--- config.mk ---
export PLATFORM = sky130hd
export DESIGN_NAME = multicycle_sequencer
export DESIGN_NICKNAME = d
export VERILOG_FILES = /design/src/rtl/multicycle_sequencer.sv
export SDC_FILE = /design/constraint.sdc
export NUM_CORES = 1
export LEC_CHECK = 0
export CELL_PAD_IN_SITES_DETAIL_PLACEMENT = 1
export CELL_PAD_IN_SITES_GLOBAL_PLACEMENT = 1
export CORE_MARGIN = 2
export CORE_UTILIZATION = 39
export CTS_CLUSTER_DIAMETER = 40
export DETAILED_ROUTE_END_ITERATION = 12
export MAX_ROUTING_LAYER = met4
export PLACE_DENSITY_LB_ADDON = 0.1
export SLEW_MARGIN = 25
export SYNTH_ARGS = -nofsm -noshare
export SYNTH_HDL_FRONTEND = slang
export SYNTH_SLANG_ARGS = --single-unit
--- constraint.sdc ---
create_clock -name clk -period 6.59 [get_ports clk]
set_input_delay 0.659 -clock clk [delete_from_list [all_inputs] [get_ports clk]]
set_output_delay 0.659 -clock clk [all_outputs]
set_load 0.05 [all_outputs]
--- src/rtl/multicycle_sequencer.sv ---
// multicycle_sequencer: FETCH/DECODE/EXEC/MEM/WB control FSM with retired-instruction counter
module multicycle_sequencer #(
  parameter int CNT_W = 32
) (
  input  logic             clk,
  input  logic             rst_n,
  input  logic [6:0]       opcode,
  input  logic             branch_taken,
  input  logic             imem_ready,
  input  logic             dmem_ready,
  output logic             imem_req,
  output logic             dmem_req,
  output logic             dmem_we,
  output logic             ir_we,
  output logic             pc_we,
  output logic [1:0]       pc_src,
  output logic             reg_we,
  output logic [1:0]       wb_sel,
  output logic             alu_src_b,
  output logic [1:0]       alu_op,
  output logic [2:0]       imm_sel,
  output logic             illegal,
  output logic [2:0]       state,
  output logic [CNT_W-1:0] instret
);
  typedef enum logic [2:0] {
    BOOT   = 3'd0,
    FETCH  = 3'd1,
    DECODE = 3'd2,
    EXEC   = 3'd3,
    MEM    = 3'd4,
    WB     = 3'd5,
    TRAP   = 3'd6
  } state_t;
  localparam logic [6:0] OP_I   = 7'b0010011;
  localparam logic [6:0] OP_LD  = 7'b0000011;
  localparam logic [6:0] OP_R   = 7'b0110011;
  localparam logic [6:0] OP_JAL = 7'b1101111;
  localparam logic [6:0] OP_ST  = 7'b0100011;
  localparam logic [6:0] OP_LUI = 7'b0110111;
  localparam logic [6:0] OP_BR  = 7'b1100011;
  state_t st, nx;
  logic [6:0] opc_q;
  logic is_i, is_ld, is_r, is_jal, is_st, is_lui, is_br;
  function automatic logic [2:0] imm_of(input logic [6:0] op);
    return op == OP_ST  ? 3'b001 :
           op == OP_BR  ? 3'b010 :
           op == OP_LUI ? 3'b011 :
           op == OP_JAL ? 3'b100 : 3'b000;
  endfunction
  function automatic logic legal(input logic [6:0] op);
    return op == OP_I || op == OP_LD || op == OP_R || op == OP_JAL ||
           op == OP_ST || op == OP_LUI || op == OP_BR;
  endfunction
  assign is_i   = opc_q == OP_I;
  assign is_ld  = opc_q == OP_LD;
  assign is_r   = opc_q == OP_R;
  assign is_jal = opc_q == OP_JAL;
  assign is_st  = opc_q == OP_ST;
  assign is_lui = opc_q == OP_LUI;
  assign is_br  = opc_q == OP_BR;
  assign state  = st;
  // state, latched opcode and retire counter; opcode is only captured in DECODE
  always_ff @(posedge clk or negedge rst_n) begin
    if (!rst_n) begin
      st      <= BOOT;
      opc_q   <= '0;
      instret <= '0;
    end else begin
      st      <= nx;
      opc_q   <= st == DECODE ? opcode : opc_q;
      instret <= instret + CNT_W'(pc_we);
    end
  end
  // next state and per-state datapath controls; handshakes act in the cycle they are seen
  always_comb begin
    nx        = st;
    imem_req  = 1'b0;
    dmem_req  = 1'b0;
    dmem_we   = 1'b0;
    ir_we     = 1'b0;
    pc_we     = 1'b0;
    pc_src    = 2'b00;
    reg_we    = 1'b0;
    wb_sel    = 2'b00;
    alu_src_b = 1'b0;
    alu_op    = 2'b00;
    imm_sel   = 3'b000;
    illegal   = 1'b0;
    case (st)
      BOOT: nx = FETCH;
      FETCH: begin
        imem_req = 1'b1;
        ir_we    = imem_ready;
        nx       = imem_ready ? DECODE : FETCH;
      end
      DECODE: begin
        imm_sel = imm_of(opcode);
        nx      = legal(opcode) ? EXEC : TRAP;
      end
      EXEC: begin
        imm_sel   = imm_of(opc_q);
        alu_src_b = is_i | is_ld | is_st;
        alu_op    = is_r ? 2'b10 : is_i ? 2'b11 : is_br ? 2'b01 : 2'b00;
        pc_we     = is_br;
        pc_src    = {1'b0, is_br & branch_taken};
        nx        = is_br ? FETCH : (is_ld | is_st) ? MEM : WB;
      end
      MEM: begin
        dmem_req = 1'b1;
        dmem_we  = is_st;
        pc_we    = is_st & dmem_ready;
        nx       = !dmem_ready ? MEM : is_st ? FETCH : WB;
      end
      WB: begin
        reg_we = 1'b1;
        wb_sel = is_ld ? 2'b01 : is_jal ? 2'b10 : is_lui ? 2'b11 : 2'b00;
        pc_we  = 1'b1;
        pc_src = is_jal ? 2'b10 : 2'b00;
        nx     = FETCH;
      end
      TRAP: illegal = 1'b1;
      default: nx = BOOT;
    endcase
  end
endmodule

==> out/results.tsv <==
stage	metric	value	unit
status	status	finished clean	
synthesis	ranking of synthesized cells by area	dfrtp_1, xnor2_1, xor2_1, nand2_1, mux2_2	
timing	fmax	0.280	GHz
worst_setup_path	CP required	5930	ps
pwr	PD cells	307	mW/mm^2
global_route	number of global-route vias before repair	1843	
route	vias post-DR	1869	
route	final wirelength	5.44	mm
cts	Clock Latency Late Sink	290	ps
worst_setup_path	worst reg2reg setup slack	3470	ps
global_route	first-pass GRT wire length	9.17	mm
placement	GP Congestion	0.813	
layout	fin area	0.00300	sq mm
route	vias per cell	5.32	
die	Core ar.	0.00551	sq mm
synthesis	#FFs+latches synth	42	
cts	CTS Hold Bufs	0	
pwr	VDD IR max	0.225	mV
synthesis	sequential area share after synthesis	47.5	%
cts	number of cells upsized or downsized after cts	0	
cts	clk root buf	clkbuf_8	
global_route	grt met2 use	29.1	%
synthesis	post-synth top area share	47.5	%
route	DR pass1 iterations	4	
die	Die X-Extent	79.3	microns
timing	Slew @ Worst Pin	712	ps
die	# IOs	64	
pwr	Pwr Total	919	uW
synthesis	Gate Count Post-Synth	214	
worst_setup_path	R2R depth	10	
timing	Slew headroom	52.3	%
cts	number of H-tree levels	2	
synthesis	YS warnings	0	
timing	max-slew violations	0	
placement	Post-DP HPWL	4.03	mm
synthesis	synthesized net count	228	
cts	# Post-CTS Setup Buffers	0	
layout	Non-Filler Instances	351	
route	average wire per standard cell	15.5	microns
cts	clock sinks	42	
timing	RSZ-0062 raised after global routing	false	
layout	area delta synth->final	35.5	%
route	post-route ant nets	0	
global_route	largest net degree at the start of global routing	43	
die	starting density of the core	40.2	%
worst_setup_path	type of the worst setup path	reg -> out	
cts	Worst-path clk slew	80	ps
worst_setup_path	Critical Path Start	state[0]	
timing	final setup vio count	0	
layout	share of layout cells above drive strength 1	8.60	%
synthesis	Post-synth top flop	dfrtp_1	
pwr	static leakage	0.00126	uW
cts	CTS tree	built	
worst_setup_path	worst path arrival time	2910	ps
timing	final setup TNS	0	ps
synthesis	most common cell in the synthesized netlist	dfrtp_1	
placement	port buffer count	63	
timing	minimum clock period	3570	ps
worst_setup_path	reg2reg start	opc_q[4]	
placement	DP Cell Count	343	
synthesis	count of flip-flops with a built-in enable after synthesis	0	
synthesis	async set-reset flop share out of synthesis	100	%
global_route	grt ovf	0	
cts	TritonCTS Buffers	5	
die	Die ar.	0.00629	sq mm
die	DIE HEIGHT	79.3	microns
placement	Placed Area	0.00291	sq mm
timing	Fin. Hold Viols	0	
synthesis	synth cell count leaders	dfrtp_1, nand2_1, xnor2_1	
worst_setup_path	Critical Path Fanout Max	10	
die	# rows	27	
flow_run	max_cap viols	0	
synthesis	largest area contributor in the netlist	dfrtp_1	
hold_path	Hold Crit Class	in -> async	
global_route	GRT Resource Usage Total	18.9	%
synthesis	Syn Area/Cell	10.3	sq um
global_route	routing usage on met3	3.86	%
timing	Final Skew	7.56	ps
layout	Fillers	624	
timing	Hold Worst Slack	352	ps
global_route	layer with the highest usage	met2	
cts	clock buffer depth	2	
route	initial drt markers	76	
synthesis	Netlist cell types	40	
worst_setup_path	CP Launch Type	flop	
timing	final worst path period share	54.2	%
global_route	met1 Usage GRT	26.5	%
global_route	initial antenna violation count	0	
layout	ANT cells	0	
worst_setup_path	CP Capture Type	primary output	
layout	fin nets	292	
route	drt drc	0	
worst_setup_path	Critical R2R Capture	instret[28]	
synthesis	Mapped Area	0.00221	sq mm
cells in the final DEF, fill, tap and decap left out, types with 2 or more instances in the layout:
cell,count
a21oi_1,5
and2_1,4
and3_1,6
and4_1,4
clkbuf_8,6
clkdlybuf4s50_1,62
dfrtp_1,42
ha_1,2
inv_1,3
mux2_2,7
nand2_1,22
nand2b_1,2
nand3_1,15
nand3b_1,3
nand4_1,8
nand4b_1,3
nor2_1,17
nor2b_1,3
nor3_1,2
nor3b_1,3
nor4_4,2
o21ai_0,3
o22ai_1,2
or2_2,3
or4_1,2
xnor2_1,22
xor2_1,10
stage by stage:
stage	util [%]	setup slack [ps]
after floorplan	-	2440
after global placement	52.8	3080
after detailed placement	52.8	2950
after CTS	54.4	2940
after global routing	54.5	2840
final	54.5	3020
worst max path at each step:
stage	endpoint
floorplan	instret[28]
finish	imm_sel[0]
global route	imm_sel[0]
detailed placement	instret[22]
CTS	imm_sel[0]
global placement	instret[28]
power breakdown:
group | switching [uW] | total, uW | internal, uW
combinational | 219 | 362 | 143
clock | 85.3 | 170 | 84.6
sequential | 85.5 | 388 | 302
total | 390 | 919 | 530
sequential cells by signal (all words and copies together) (netlist names):
register	flops
instret	32
state	3
opc_q	7
routing by layer:
| metal | wire [microns] | up-vias |
|---|---|---|
| li1 | - | 889 |
| met1 | 2660 | 934 |
| met2 | 2540 | 42 |
| met3 | 210 | 4 |
| met4 | 33 | 0 |
| met5 | 0 | - |
final cells by class:
| class | instances | area, sq um | share of cell area, % |
|---|---|---|---|
| multi-input combinational | 163 | 1130 | 37.6 |
| sequential | 42 | 1050 | 35.0 |
| timing repair buffer | 63 | 628 | 20.9 |
| clock inverter | 1 | 5.00 | 0.167 |
| clock buffer | 7 | 86.3 | 2.88 |
| tap | 72 | 90.1 | 3.00 |
| inverter | 3 | 11.3 | 0.375 |
kinds of logic (layout without fill, tap and decap cells):
group	Yosys count	after routing	share of synthesized area (%)
XOR/XNOR	32	32	12.7
adder cells (fa/ha/maj)	2	2	1.13
flip-flops	42	42	47.5
buffers and inverters	9	74	1.58
AND/OR/NAND/NOR	104	104	28.0
AO/OA/AOI/OAI	18	18	5.54
multiplexers	7	7	3.56
worst max-delay path, cell delays in order (launching register included):
cell	delay, ps
dfrtp_1	490
nor3b_2	650
nand4_1	260
o41ai_1	350
clkdlybuf4s50_1	860
(Power assumes the default switching activity.)
